`src/rtl/gemac_rx_pkg.sv`:
```
// Purpose : shared types and constants for the GMII receive front end.
// Latency : n/a (declarations only).
// Backpressure: n/a.
//
// Contents:
//   rx_state_t     receive FSM state encoding
//   PREAMBLE_BYTE  0x55 preamble octet
//   SFD_BYTE       0xD5 start-of-frame delimiter
//   MIN_FRAME      shortest legal frame in bytes (DA through FCS)
//   len_sat_inc    saturating increment for the frame length counter
package gemac_rx_pkg;

  typedef enum logic [1:0] {
    ST_IDLE     = 2'd0,
    ST_PREAMBLE = 2'd1,
    ST_FRAME    = 2'd2,
    ST_DROP     = 2'd3
  } rx_state_t;

  localparam logic [7:0] PREAMBLE_BYTE = 8'h55;
  localparam logic [7:0] SFD_BYTE      = 8'hD5;
  localparam int         MIN_FRAME     = 64;

  // Frame length counter width and its saturation value (2047).
  localparam int               LEN_W   = 11;
  localparam logic [LEN_W-1:0] LEN_SAT = '1;

  // Preamble counter width and its saturation value (7).
  localparam int               PRE_W   = 3;
  localparam logic [PRE_W-1:0] PRE_SAT = '1;

  function automatic logic [LEN_W-1:0] len_sat_inc(input logic [LEN_W-1:0] v);
    return (v == LEN_SAT) ? v : v + LEN_W'(1);
  endfunction

endpackage

```
`src/rtl/rx_sfd_strip.sv`:
```
// Purpose : strips preamble/SFD from a GMII receive stream and frames the payload.
// Latency : 1 cycle from gmii_rxd to data; eof one cycle after the last data_valid.
// Backpressure: none -- GMII cannot be stalled, every accepted byte is emitted.
//
// Ports:
//   clk, reset_n                      single clock, async active-low reset
//   gmii_rx_dv, gmii_rx_er, gmii_rxd  GMII receive inputs
//   data, data_valid                  frame bytes (DA..FCS), preamble/SFD removed
//   go                                pulse with the first DA byte
//   eof                               pulse the cycle after the last data byte
//   frame_err, too_long, runt         frame status, valid with eof
//   frame_len                         byte count (saturates at 2047), valid with eof
//
// Build option: define RX_LEN_CHECK_EN to enable runt detection and truncation of
// frames longer than MAX_LEN. Without it too_long/runt stay 0 and frames are never cut.
module rx_sfd_strip
  import gemac_rx_pkg::*;
#(
  parameter int MIN_PREAMBLE = 1,
  parameter int MAX_LEN      = 1518
) (
  input  logic             clk,
  input  logic             reset_n,
  input  logic             gmii_rx_dv,
  input  logic             gmii_rx_er,
  input  logic [7:0]       gmii_rxd,
  output logic [7:0]       data,
  output logic             data_valid,
  output logic             go,
  output logic             eof,
  output logic             frame_err,
  output logic             too_long,
  output logic             runt,
  output logic [LEN_W-1:0] frame_len
);

  // Catch nonsensical parameterisations at elaboration rather than in the lab.
  if (MIN_PREAMBLE < 1 || MIN_PREAMBLE > 7 || MAX_LEN < MIN_FRAME || MAX_LEN > 2046)
  begin : g_bad_params
    $error("rx_sfd_strip: MIN_PREAMBLE must be 1..7 and MAX_LEN 64..2046");
  end

  localparam logic [PRE_W-1:0] MIN_PRE_L = PRE_W'(MIN_PREAMBLE);
`ifdef RX_LEN_CHECK_EN
  localparam logic [LEN_W-1:0] MAX_LEN_L   = LEN_W'(MAX_LEN);
  localparam logic [LEN_W-1:0] MIN_FRAME_L = LEN_W'(MIN_FRAME);
`endif

  // Reset: assertion is immediate, release is retimed to clk so every flop
  // leaves reset on the same edge.
  logic rst_meta_q;
  logic rst_sync_n;

  always_ff @(posedge clk or negedge reset_n) begin
    if (!reset_n) begin
      rst_meta_q <= 1'b0;
      rst_sync_n <= 1'b0;
    end else begin
      rst_meta_q <= 1'b1;
      rst_sync_n <= rst_meta_q;
    end
  end

  rx_state_t        state_q, state_d;
  logic [PRE_W-1:0] pre_cnt_q, pre_cnt_d;
  logic [LEN_W-1:0] len_q, len_d;
  logic             err_q, err_d;
  // Previous-cycle rx_dv. Resets to 1 so that a burst already running when
  // reset releases looks like it started mid-frame and is dropped.
  logic             rx_dv_q;

  logic [7:0]       data_d;
  logic             data_valid_d;
  logic             go_d;
  logic             eof_d;
  logic             frame_err_d;
  logic             too_long_d;
  logic             runt_d;
  logic [LEN_W-1:0] frame_len_d;

  always_ff @(posedge clk or negedge rst_sync_n) begin
    if (!rst_sync_n) begin
      state_q    <= ST_IDLE;
      pre_cnt_q  <= '0;
      len_q      <= '0;
      err_q      <= 1'b0;
      rx_dv_q    <= 1'b1;
      data       <= '0;
      data_valid <= 1'b0;
      go         <= 1'b0;
      eof        <= 1'b0;
      frame_err  <= 1'b0;
      too_long   <= 1'b0;
      runt       <= 1'b0;
      frame_len  <= '0;
    end else begin
      state_q    <= state_d;
      pre_cnt_q  <= pre_cnt_d;
      len_q      <= len_d;
      err_q      <= err_d;
      rx_dv_q    <= gmii_rx_dv;
      data       <= data_d;
      data_valid <= data_valid_d;
      go         <= go_d;
      eof        <= eof_d;
      frame_err  <= frame_err_d;
      too_long   <= too_long_d;
      runt       <= runt_d;
      frame_len  <= frame_len_d;
    end
  end

  always_comb begin
    state_d      = state_q;
    pre_cnt_d    = pre_cnt_q;
    len_d        = len_q;
    err_d        = err_q;
    data_d       = '0;
    data_valid_d = 1'b0;
    go_d         = 1'b0;
    eof_d        = 1'b0;
    frame_err_d  = 1'b0;
    too_long_d   = 1'b0;
    runt_d       = 1'b0;
    frame_len_d  = '0;

    case (state_q)
      ST_IDLE: begin
        if (gmii_rx_dv) begin
          if (gmii_rxd == PREAMBLE_BYTE && !rx_dv_q) begin
            state_d   = ST_PREAMBLE;
            pre_cnt_d = PRE_W'(1);
          end else begin
            state_d = ST_DROP;
          end
        end
      end

      ST_PREAMBLE: begin
        if (!gmii_rx_dv) begin
          state_d = ST_IDLE;
        end else if (gmii_rxd == PREAMBLE_BYTE) begin
          pre_cnt_d = (pre_cnt_q == PRE_SAT) ? pre_cnt_q : pre_cnt_q + PRE_W'(1);
        end else if (gmii_rxd == SFD_BYTE && pre_cnt_q >= MIN_PRE_L) begin
          // Status of the previous frame is forgotten at every SFD.
          state_d = ST_FRAME;
          len_d   = '0;
          err_d   = 1'b0;
        end else begin
          state_d = ST_DROP;
        end
      end

      ST_FRAME: begin
        if (!gmii_rx_dv) begin
          state_d     = ST_IDLE;
          eof_d       = 1'b1;
          frame_len_d = len_q;
`ifdef RX_LEN_CHECK_EN
          runt_d      = (len_q < MIN_FRAME_L);
`endif
          frame_err_d = err_q | runt_d;
        end
`ifdef RX_LEN_CHECK_EN
        // MAX_LEN bytes already delivered: this byte is one too many. Close the
        // frame here and swallow the rest of the burst.
        else if (len_q == MAX_LEN_L) begin
          state_d     = ST_DROP;
          eof_d       = 1'b1;
          too_long_d  = 1'b1;
          frame_err_d = 1'b1;
          frame_len_d = len_sat_inc(len_q);
        end
`endif
        else begin
          data_d       = gmii_rxd;
          data_valid_d = 1'b1;
          // Counter saturates well above zero, so zero marks only the DA byte.
          go_d         = (len_q == '0);
          len_d        = len_sat_inc(len_q);
          err_d        = err_q | gmii_rx_er;
        end
      end

      ST_DROP: begin
        if (!gmii_rx_dv) begin
          state_d = ST_IDLE;
        end
      end

      default: state_d = ST_IDLE;
    endcase
  end

endmodule

```
`config.mk`:
```
export PLATFORM = sky130hd
export DESIGN_NAME = rx_sfd_strip
export DESIGN_NICKNAME = d
export VERILOG_FILES = /design/src/rtl/gemac_rx_pkg.sv /design/src/rtl/rx_sfd_strip.sv
export SDC_FILE = /design/constraint.sdc
export NUM_CORES = 1
export LEC_CHECK = 0
export ABC_AREA = 1
export BUFFER_PORTS_ARGS = -buffer_cell sky130_fd_sc_hd__buf_2
export CORE_ASPECT_RATIO = 1.1
export CORE_UTILIZATION = 50
export CTS_BUF_LIST = sky130_fd_sc_hd__clkbuf_8
export DETAILED_ROUTE_END_ITERATION = 6
export PLACE_DENSITY = 0.73
export SYNTH_ARGS = -nofsm -noshare
export SYNTH_HDL_FRONTEND = slang
export SYNTH_SLANG_ARGS = --single-unit
```
`constraint.sdc`:
```
create_clock -name clk -period 1.3 [get_ports clk]
set_clock_uncertainty 0.15 [all_clocks]
set_input_delay 0.13 -clock clk [delete_from_list [all_inputs] [get_ports clk]]
set_output_delay 0.13 -clock clk [all_outputs]
set_load 0.005 [all_outputs]
```
### Word-level counts from Yosys, hierarchy flattened

Cells that the tools add are included.

| operators by class | value |
|---|---|
| add/sub/neg operators | 2 |
| order comparisons | 1 |
| equality and inequality tests | 18 |
| muxes and demuxes | 36 |
| bitwise logic cells | 1 |
| reductions and logical operators | 12 |

Operator list:

| cell | count |
|---|---|
| two-way mux 11 bit | 7 |
| case mux 11 bit (2 select lines) | 1 |
| != test 2 bit (second input constant) | 10 |
| two-way mux 8 bit | 2 |
| two-way mux 3 bit | 5 |
| two-way mux 1 bit | 13 |
| AND reduction 6 bit | 2 |
| adder 11 x 1 -> 11 bit (second input constant) | 1 |
| == test 11 bit (second input constant) | 1 |
| logical NOT 11 bit | 1 |
| two-way mux 2 bit | 5 |
| == test 8 x 7 -> 1 bit (second input constant) | 1 |
| == test 8 bit (second input constant) | 1 |
| case mux 2 bit (3 select lines) | 1 |
| case mux 3 bit (2 select lines) | 1 |
| AND reduction 5 bit | 1 |
| == test 2 bit (second input constant) | 2 |
| nonzero test 2 bit | 2 |
| adder 3 x 1 -> 3 bit (second input constant) | 1 |
| == test 3 bit (second input constant) | 1 |
| >= comparator 3 x 1 -> 1 bit (second input constant) | 1 |
| != test 3 bit (second input constant) | 1 |
| AND reduction 3 bit | 1 |
| == test 2 x 1 -> 1 bit (second input constant) | 1 |
| 6 further kinds | 7 |

| storage, ports and cells | value |
|---|---|
| bits in registers | 43 |
| bits of input ports | 12 |
| logic and storage cells | 83 |

### Depth between registers and ports, before layout

Gate-level depths: netlist of run 1.

| logic depth | value |
|---|---|
| depth in word-level cells | 6 |
| depth in mapped cells | 10 |
| depth with buffers taken out | 9 |

### Worst setup path before layout of run 1

Ideal clock, no wire load.

| timing | value |
|---|---|
| path kind | register to register |
| start | register pre_cnt_q[0] |
| end | register pre_cnt_q[1] |
| library setup time | 0.117 ns |
| arrival time | 1.445 ns |
| data required time | 1.033 ns |
| path slack | -0.412 ns |
| stages on the path, launching flop included | 7 |
| path through | dfrtp_1 -> ha_1 -> ha_1 -> a211oi_1 -> nand3_1 -> nand2_1 -> nand2_1 |

| on the way | value |
|---|---|
| cells in the longest elaborated chain, start to end | 5 |
| elaborated cells between the ends (all ways) | 8 |
| classes of those cells | add/sub: 1; eq/ne: 2; mux: 4; reduce/logical: 1 |

Ends and longest elaborated chain:

| element | line | source |
|---|---|---|
| start: declaration | rx_sfd_strip.sv:65 | `logic [PRE_W-1:0] pre_cnt_q, pre_cnt_d;` |
| start signal: assignment | rx_sfd_strip.sv:98 | `pre_cnt_q <= pre_cnt_d;` |
| adder 3 x 1 -> 3 bit | rx_sfd_strip.sv:143 | `pre_cnt_d = (pre_cnt_q == PRE_SAT) ? pre_cnt_q : pre_cnt_q + PRE_W'(1);` |
| two-way mux 3 bit | rx_sfd_strip.sv:143 |  |
| two-way mux 3 bit | rx_sfd_strip.sv:142 | `end else if (gmii_rxd == PREAMBLE_BYTE) begin` |
| two-way mux 3 bit | rx_sfd_strip.sv:140 | `if (!gmii_rx_dv) begin` |
| case mux 3 bit (2 select lines) | rx_sfd_strip.sv:127 | `case (state_q)` |

Several ways; a longest one is shown, not always the timed one. The select of a mux whose other input is x is not followed.
A chain may end at the register's enable or synchronous reset.

### Final worst setup path of run 1

| timing | value |
|---|---|
| start | register len_q[1] |
| end | register len_q[7] |

| on the way | value |
|---|---|
| cells in the longest elaborated chain, start to end | 4 |
| elaborated cells between the ends (all ways) | 7 |
| classes of those cells | add/sub: 1; eq/ne: 2; mux: 3; reduce/logical: 1 |

Ends and longest elaborated chain:

| element | line | source |
|---|---|---|
| start: declaration | rx_sfd_strip.sv:66 | `logic [LEN_W-1:0] len_q, len_d;` |
| start signal: assignment | rx_sfd_strip.sv:99 | `len_q <= len_d;` |
| adder 11 x 1 -> 11 bit | gemac_rx_pkg.sv:33 | `return (v == LEN_SAT) ? v : v + LEN_W'(1);` |
| two-way mux 11 bit | gemac_rx_pkg.sv:33 |  |
| two-way mux 11 bit | rx_sfd_strip.sv:155 | `if (!gmii_rx_dv) begin` |
| case mux 11 bit (2 select lines) | rx_sfd_strip.sv:127 |  |

Several ways; a longest one is shown, not always the timed one. The select of a mux whose other input is x is not followed.

==> results of run 1 <==
==> layout by cell type (no fill, tap or decap), types with 2 or more instances in the layout <==
master / instances
dlygate4sd3_1: 6
bufinv_16: 2
clkbuf_8: 5
nand2_4: 2
buf_6: 9
nand3_1: 15
conb_1: 3
inv_4: 3
nor2_1: 29
buf_2: 34
nand3_2: 6
nand2_1: 67
nor2_2: 11
nor2_4: 10
dfrtp_2: 3
o21ai_2: 2
dfrtp_1: 39
and3_1: 2
nand3_4: 4
nand4_1: 8
inv_2: 6
inv_1: 20
nand2_2: 13
buf_4: 55
ha_4: 3
==> where the power goes <==
group          internal [W]  leakage (nW)  total (W)  switching (W)
clock              0.000760        0.0695    0.00124       0.000482
combinational       0.00117          1.07    0.00273        0.00157
sequential          0.00150         0.571    0.00164       0.000135
==> state kept, by name, indices dropped and copies added, names as in the netlist, 2 cells and up <==
signal and cells:
frame_len 11, len_q 11, data 8, pre_cnt_q 3, state_q 2
==> repair_timing <==
| item | CTS | global route |
|---|---|---|
| gates cloned | 1 | 1 |
| hold buffers | 6 | 0 |
| endpoints found under the setup margin | 32 | 39 |
| pin swaps | 26 | 12 |
| gates resized for setup | 47 | 46 |
| endpoints found under the hold margin | 6 | 0 |
| setup buffers | 11 | 6 |
==> layout make-up <==
type	count	area share
Timing Repair inverter	1	0.00335
Inverter	30	0.0409
Clock buffer	5	0.0205
Clock inverter	3	0.0190
Timing Repair Buffer	106	0.232
Sequential cell	43	0.321
Tap cell	52	0.0193
Multi-Input combinational cell	186	0.344
==> per-stage QoR <==
step	cell area, sq um	instances	hold slack [ns]	power (W)	setup slack (ns)
3_3_place_gp	2700	394	-0.237	0.00316	-0.244
4_1_cts	3150	419	0.00264	0.00507	-0.272
5_1_grt	3360	426	0.0174	0.00583	-0.513
6_report	3360	426	0.00951	0.00562	-0.477
3_5_place_dp	2700	394	-0.234	0.00321	-0.289
2_1_floorplan	2120	264	-0.316	0.00251	-0.222
==> logic make-up after synthesis <==
| group | share of synthesized area |
|---|---|
| and+or+nand+nor | 0.345 |
| DFF | 0.517 |
| buffers and inverters | 0.0745 |
| AOI/OAI and AO/OA | 0.0210 |
| adders and majority gates | 0.0300 |
| xor gates and xnor gates | 0.00841 |
| other | 0.00361 |
==> metal layers <==
metal,track usage,share of wire,up-vias
li1,-,-,1037
met1,0.319,0.33,1151
met2,0.482,0.48,232
met3,0.0658,0.11,91
met4,0.169,0.085,0
met5,0,0,-
==> worst max-delay path, cell delays in order, from the launching register on <==
cell     delay (ns)
dfrtp_1        0.42
buf_6          0.14
nand2_1        0.09
nor2_1         0.12
buf_4          0.15
nand2_1        0.09
nand2_1        0.10
nand2_1        0.07
nor2_1         0.13
nand3_1        0.14
nand2_1        0.11
==> worst max path at each step <==
stage                     slack [ns]                       end  cells past startpoint
after floorplan                -0.22  pre_cnt_q[1]$_DFFE_PN0P_                      6
after global placement         -0.24      len_q[8]$_DFFE_PN0P_                      9
after detailed placement       -0.29      len_q[6]$_DFFE_PN0P_                      9
after CTS                      -0.27  pre_cnt_q[2]$_DFFE_PN0P_                      6
after global routing           -0.51      len_q[7]$_DFFE_PN0P_                      9
final                          -0.48      len_q[7]$_DFFE_PN0P_                     10
==> run metrics, run 1 <==
hold path endpoint data[1]$_DFF_PN0_; leakage power 1.71 nW; reg2reg start len_q[1]$_DFFE_PN0P_; Worst Path Arrival 1.87 ns; Mapped Area 0.00208 sq mm; FF-to-FF setup slack -0.48 ns; failing checks setup timing; I/O Pins 37; Tcrit/Tclk final 1.37; Bufs on Longest Clock Path 2; drt wl/cell 18.9 um; largest net degree at the start of global routing 18; Root Driver clkbuf_8; worst endpoint required time 1.40 ns; worst vdd ir between 1 and 1.5 mV; initial core utilization 0.525; yosys warns 0; vias in the first global route about 2100; EDFF count, synth 0; synth top area cells dfrtp_1 50%, nand2_1 15%, nor2_1 8.5%, nand3_1 5.5%, inv_1 5.0%; commonest cells in the netlist 83 x nand2_1, 47 x nor2_1, 42 x dfrtp_1; Tot GR Track Use 0.284; most frequent cell after synthesis nand2_1; Layout Area Growth over Synthesis 61.6%; initial antenna violation count 0; grt ovf 0; Final GP Congestion 0.903; first-pass GRT wire length 9440 um; fraction of registers with async set/reset 1.00; Routed Wire Length 8070 um; Final WS setup -0.477 ns; max-cap violations 0; number of DRC markers in iteration 0 419; RSZ-0062 raised after global routing true; Final Hold Viols 0; cell area power density between 1500 and 2000 mW/mm^2; die area approximately 0.0044 sq mm; Final Max Tran Viols 0; Post-synth top flop dfrtp_1; Critical Path Fanout Max 4; core area 0.00396 sq mm; Final Net Count 390; startpoint types flop; placed wire-length estimate ~3600 um; CTS tree built; min-delay src gmii_rxd[1]; Final Core Density 0.849; CTS sink cnt 43; Clk Latency, worst-skew pair 0.31 ns; R2R Path End len_q[7]$_DFFE_PN0P_; Setup TNS -10.00 ns; post-DR vias/cell between 5 and 6; Synth top area share 0.505; htree depth 2; final-report setup violation count 39; ratio of cells with drive above 1 in the final layout 0.479; synthesized flop and latch total 43; CTS Buf Count 5; IO Port Bufs 34; Yosys top cell by area dfrtp_1; Hold Path Class input pin to flop; Reg2Reg Depth 10; fmax 0.563 GHz; chip width 63.5 um; status finished, violations left; clock slew at reported path FFs 0.08 ns; Critical Path End Type flop; register area share after synthesis 0.517; post-route ant nets 0; post-synth cell types 25; Die H 69.7 um; Mean Syn Cell Area 7.92 sq um; Synth Instances approximately 260; vias post-DR 2511; # rows 24; final critical-path required period about 1.8 ns; area of the multi-input gates between 0.001 and 0.0015 sq mm; Worst Setup SP len_q[1]$_DFFE_PN0P_; Reg area 0.00108 sq mm; drt drc 0; critical path class flop to flop; Fill cells 200; Pre-antenna DRT Iters 7; WHS Path Cells 4; ANT cells 0
Note: power is estimated with default switching activity, not from simulation.
==> inputs of run 2 (changes only) <==
--- a/config.mk
+++ b/config.mk
@@ -10,8 +10,9 @@
 export CORE_ASPECT_RATIO = 1.1
 export CORE_UTILIZATION = 50
 export CTS_BUF_LIST = sky130_fd_sc_hd__clkbuf_8
+export CTS_CLUSTER_SIZE = 16
 export DETAILED_ROUTE_END_ITERATION = 6
-export PLACE_DENSITY = 0.73
+export PLACE_DENSITY = 0.86
 export SYNTH_ARGS = -nofsm -noshare
 export SYNTH_HDL_FRONTEND = slang
 export SYNTH_SLANG_ARGS = --single-unit
==> run 2 against run 1 <==
Effect of this change: the run ends with DRC, setup timing left; global-route usage rose by 9.9 points; combinational power rose by 19%; wire length rose by 46%; sequential cell count did not move; via count rose by 17%; register-to-register slack got worse by 0.38 ns; sequential power barely moved; first-iteration DRC count rose by 61%; highest routed layer is now met5.
==> run metrics, run 2 (same netlist as run 1, synthesis figures left out) <==
drt drc 128 (+128); CTS Buf Count 5 (unchanged); final-report setup violation count 39 (unchanged); Fill cells 147 (-27%); initial antenna violation count 2 (+2); status finished, violations left; vias in the first global route 2507 (+20%); I/O Pins 37 (unchanged); number of DRC markers in iteration 0 675 (+61%); R2R Path End len_q[9]$_DFFE_PN0P_; Final Net Count 387 (-0.77%); clock slew at reported path FFs 0.09 ns (about the same); dpl ws -0.278 ns (+0.0104 ns); placed wire-length estimate 3810 um (+4.9%); RSZ-0062 raised after global routing true; # rows 24 (unchanged); met3 Resource Use GR 0.0888 (+0.0230); Reg2Reg Depth 8 (-2); Layout Area Growth over Synthesis 67.4%; Seq pwr share 0.269 (-0.023); Final Hold Viols 0 (unchanged); Critical Path End Type flop; htree depth 2 (unchanged); core area 0.00396 sq mm (unchanged); FF-to-FF setup slack -0.86 ns (-0.38 ns); post-route ant nets 0 (unchanged); Final GP Congestion 0.872 (-3.4%); most frequent cells in the layout 69 x nand2_1, 47 x buf_4, 38 x dfrtp_1, 34 x buf_2, 20 x nor2_4; die area 0.00443 sq mm (unchanged); dpl cells 394 (unchanged); CTS sink cnt 43 (unchanged); fin cells 424 (-0.47%); GR Layer Usage met2 0.619 (+0.137); worst vdd ir 1.17 mV (-11%); Combinational Power Share 0.524 (+0.037); reg2reg start len_q[7]$_DFFE_PN0P_; Tcrit/Tclk final 1.66 (+0.295); max-cap violations 0 (unchanged); largest net degree at the start of global routing 30 (+12); Final WS setup -0.860 ns (-0.383 ns); Sw Pwr 0.00260 W (+19%); Critical Path Fanout Max 4 (unchanged); vias post-DR 2933 (+17%); grt ovf 0 (unchanged); met1 Use GR 0.459 (+0.140); initial core utilization 0.525 (unchanged); Routed Wire Length 11800 um (+46%); Hold Path Class flop to asynchronous set/reset pin; Worst Path Arrival 2.19 ns (+0.32 ns); startpoint types flop; Final Core Density 0.879 (+0.0303); final critical-path required period 2.16 ns (+0.383 ns); GR peak layer met2; drt wl/cell 27.9 um (+47%); leakage power 1.71 nW (-0.22%); critical path class flop to flop; most common cell after layout, fill and taps aside nand2_1; CTS tree built; IO Port Bufs 34 (unchanged); fmax 0.463 GHz (-18%); Die H 69.7 um (unchanged); Pre-antenna DRT Iters 7 (unchanged); Bufs on Longest Clock Path 2 (unchanged); largest registers frame_len: 11 flops, len_q: 11 flops, data: 8 flops; Pint 0.00359 W (+4.6%); ratio of cells with drive above 1 in the final layout 0.526 (+0.0470); worst endpoint required time 1.33 ns (-0.07 ns); post-DR vias/cell 6.92 (+17%); cell area power density 1780 mW/mm^2 (+6.5%); Tot GR Track Use 0.383 (+0.0990); failing checks DRC, setup timing; Root Driver clkbuf_8; Clk Latency, worst-skew pair 0.31 ns (about the same); first-pass GRT wire length 12600 um (+34%); clock power share 0.206 (-0.015); switching part of the total 0.420 (+0.0316); Final Max Tran Viols 0 (unchanged); chip width 63.5 um (unchanged)
## run 2: cell type report
cell class	instances	area [sq um]	share of cell area
timing repair inverter	1	7.51	0.00215
tap	52	65.1	0.0187
clock inverter	3	63.8	0.0183
inverter	30	135	0.0388
antenna	1	2.50	0.000718
clock buffer	5	68.8	0.0197
sequential	43	1080	0.311
multi-input combinational	186	1270	0.366
timing repair buffer	103	786	0.225
## run 2: what timing repair did
item	CTS	global route
gates resized for setup	59	73
setup buffers	8	6
hold endpoints to repair	5	0
cloned	2	0
setup endpoints to repair	38	38
hold buffers	5	0
pin swaps	17	17
## run 2: worst max-delay path by stage
stage	end	cells past startpoint	from	slack, ns
final	len_q[9]$_DFFE_PN0P_	8	len_q[7]$_DFFE_PN0P_	-0.86
after floorplan	pre_cnt_q[1]$_DFFE_PN0P_	6	pre_cnt_q[0]$_DFFE_PN0P_	-0.22
after detailed placement	len_q[7]$_DFFE_PN0P_	9	pre_cnt_q[1]$_DFFE_PN0P_	-0.28
after CTS	pre_cnt_q[0]$_DFFE_PN0P_	6	pre_cnt_q[1]$_DFFE_PN0P_	-0.27
after global placement	len_q[8]$_DFFE_PN0P_	9	pre_cnt_q[1]$_DFFE_PN0P_	-0.24
after global routing	len_q[7]$_DFFE_PN0P_	9	len_q[1]$_DFFE_PN0P_	-0.73
## run 2: metrics by stage
step           instance area [sq um]  hold WS, ns  power (W)  TNS, ns
2_1_floorplan                   2120       -0.316    0.00251    -2.61
3_3_place_gp                    2700       -0.235    0.00314    -4.51
3_5_place_dp                    2700       -0.231    0.00323    -6.07
4_1_cts                         3160      0.00676    0.00515    -4.98
5_1_grt                         3480       0.0386    0.00631   -12.72
6_report                        3480       0.0281    0.00620   -12.44
## run 2: critical path, stage by stage (launching register included)
cell	delay [ns]
dfrtp_1	0.41
buf_4	0.20
nand2_1	0.20
nor2_2	0.19
nand4_1	0.34
nand2_2	0.30
nor2_2	0.05
nand3_1	0.10
nand2_1	0.09
## run 2: metal layers
layer,routed length [um],part of all wire
met4,1480,0.13
met5,13,0.0011
met3,2010,0.17
met2,4600,0.39
met1,3720,0.31
## run 2: power groups by stage
stage	Sequential [W]	Clock, W	Combinational [W]
floorplan	0.00169	0	0.000816
CTS	0.00161	0.00122	0.00232
finish	0.00167	0.00128	0.00325
global placement	0.00164	0	0.00150
detailed placement	0.00165	0	0.00158
global route	0.00168	0.00132	0.00331
==> inputs of run 3 (changes only) <==
--- a/config.mk
+++ b/config.mk
@@ -12,6 +12,7 @@
 export CTS_BUF_LIST = sky130_fd_sc_hd__clkbuf_8
 export CTS_CLUSTER_SIZE = 16
 export DETAILED_ROUTE_END_ITERATION = 6
+export MAX_ROUTING_LAYER = met4
 export PLACE_DENSITY = 0.86
 export SYNTH_ARGS = -nofsm -noshare
 export SYNTH_HDL_FRONTEND = slang
==> run 3 against run 2 <==
Effect of this change: the flow still finishes with violations (DRC, setup timing); wire length down 5.3%; final cell count is 0.47% lower; die area unchanged; worst hold slack better by 0.016 ns; clock-buffer cell count did not move; design area shrank 0.93%; combinational power is 3% lower; highest routed layer is now met4.
==> run metrics, run 3 (same netlist as run 1, synthesis figures left out) <==
status finished, violations left; failing checks DRC, setup timing; final-report setup violation count 39 (unchanged); CTS Buf Count 5 (unchanged); worst endpoint required time 1.39 ns (+0.06 ns); number of DRC markers in iteration 0 555 (-18%); Hold Path Class flop to asynchronous set/reset pin; # rows 24 (unchanged); Reg2Reg Depth 9 (+1); startpoint types flop; cell area power density 1770 mW/mm^2 (-0.69%); Pre-antenna DRT Iters 7 (unchanged); fmax 0.468 GHz (+1.1%); leakage power 1.70 nW (-0.30%); max-cap violations 0 (unchanged); Critical Path End Type flop; Post-DP Area 0.00270 sq mm (unchanged); WP buf/inv 1 (unchanged); Setup TNS -11.40 ns (+1.04 ns); Critical Path Fanout Max 3 (-1); Die H 69.7 um (unchanged); I/O Pins 37 (unchanged); largest registers frame_len: 11 flops, len_q: 11 flops, data: 8 flops; Crit path top cell by count nand2_1; initial antenna violation count 0 (-2); vias post-DR 2827 (-3.6%); hold slack 0.0446 ns (+0.0164 ns); Root Driver clkbuf_8; die area 0.00443 sq mm (unchanged); chip width 63.5 um (unchanged); Tcrit/Tclk final 1.64 (-0.0189); drt drc 15 (-88%); critical path class flop to flop; WP depth 9 (+1); final critical-path required period 2.14 ns (-0.0245 ns); slowest stage delay, CP 0.43 ns (+0.02 ns); post-route ant nets 0 (unchanged); worst vdd ir 1.27 mV (+8.7%); vias in the first global route 2484 (-0.92%); most frequent cells in the layout 68 x nand2_1, 47 x buf_4, 38 x dfrtp_1, 34 x buf_2; post-DR vias/cell 6.70 (-3.2%); Tot GR Track Use 0.396 (+0.0132); Clk Latency, worst-skew pair 0.31 ns (about the same); Routed Wire Length 11200 um (-5.3%); Final Power 0.00610 W (-1.6%); critical path cell sequence buf_6 > nand2_1 > nor2_2 > nand3_1 > nand2_1 > nand2_2 > nor2_2 > nand3_1 > nand2_1; Final Max Tran Viols 0 (unchanged); largest net degree at the start of global routing 30 (unchanged); RSZ-0062 raised after global routing true; Fill cells 159 (+8.2%); Reg area 0.00108 sq mm (unchanged); core area 0.00396 sq mm (unchanged); Layout Area Growth over Synthesis 65.8%; Final GP Congestion 0.886 (+1.6%); Bufs on Longest Clock Path 2 (unchanged); Final Core Density 0.871 (-0.00821); drt wl/cell 26.5 um (-4.8%); htree depth 2 (unchanged); ANT cells 0 (-1); area of the multi-input gates 0.00125 sq mm (-1.6%); most common cell after layout, fill and taps aside nand2_1; Final Net Count 386 (-0.26%); IO Port Bufs 34 (unchanged); Final WS setup -0.835 ns (+0.0245 ns); grt ovf 0 (unchanged); Final Hold Viols 0 (unchanged); ratio of cells with drive above 1 in the final layout 0.524 (-0.00128); CTS tree built; clock slew at reported path FFs 0.09 ns (about the same); placed wire-length estimate 3810 um (unchanged); initial core utilization 0.525 (unchanged); Top Family by Delay on Critical Path simple AND/OR/NAND/NOR gates; Worst Path Arrival 2.23 ns (+0.04 ns); CP max-delay cell dfrtp_1; post-route cell area 0.00345 sq mm (-0.93%); first-pass GRT wire length 12700 um (+0.39%); CTS sink cnt 43 (unchanged)
==> run 3: cell type report <==
type / count / share of cell area
multi-input cells: 186 / 0.363
repair inverters: 1 / 0.00217
well taps: 52 / 0.0188
clock inverters: 3 / 0.0185
repair buffers: 102 / 0.224
flip-flops and latches: 43 / 0.314
inverters: 30 / 0.0395
clock buffers: 5 / 0.0199
==> run 3: worst paths after layout <==
path | startpoint | end | slack (ns)
setup / recovery | len_q[1]$_DFFE_PN0P_ | len_q[9]$_DFFE_PN0P_ | -0.84
hold / removal | rst_sync_n$_DFF_PN0_ | data[5]$_DFF_PN0_ | 0.04
setup reg to reg | len_q[1]$_DFFE_PN0P_ | len_q[9]$_DFFE_PN0P_ | -0.84
hold reg to reg | rst_sync_n$_DFF_PN0_ | data[5]$_DFF_PN0_ | 0.04
max in group asynchronous | reset_n | rst_sync_n$_DFF_PN0_ | 0.25
min in group clk | gmii_rxd[5] | data[5]$_DFF_PN0_ | 0.05
==> run 3: what timing repair did <==
action / in CTS / in global routing
hold endpoints to repair: 5 / 0
buffers inserted: 8 / 6
setup endpoints to repair: 38 / 38
pin swaps: 17 / 22
gates cloned: 2 / 0
gates resized for setup: 59 / 68
hold buffers: 5 / 0
==> run 3: worst reg2reg max path, cell delays in order (launching register included) <==
cell	delay (ns)
dfrtp_1	0.43
buf_6	0.14
nand2_1	0.14
nor2_2	0.21
nand3_1	0.12
nand2_1	0.13
nand2_2	0.13
nor2_2	0.30
nand3_1	0.21
nand2_1	0.12
==> run 3: where the power goes <==
| part | internal (W) | total (W) | leakage [nW] | switching, W |
|---|---|---|---|---|
| Clock | 0.000762 | 0.00129 | 0.0695 | 0.000525 |
| Sequential | 0.00151 | 0.00167 | 0.569 | 0.000160 |
| Combinational | 0.00128 | 0.00314 | 1.06 | 0.00186 |
| Total | 0.00355 | 0.00610 | 1.70 | 0.00254 |
==> run 3: routing by layer <==
metal	vias to the layer above	track usage	share of wire
met5	-	-	0
met4	0	0.227	0.10
met3	151	0.0921	0.15
met2	386	0.623	0.41
met1	1266	0.460	0.33
li1	1024	-	-
==> run 3: stage by stage <==
stage | instances | setup WS, ns
finish | 422 | -0.835
global route | 422 | -0.749
CTS | 417 | -0.267
detailed placement | 394 | -0.278
global placement | 394 | -0.236
floorplan | 264 | -0.222
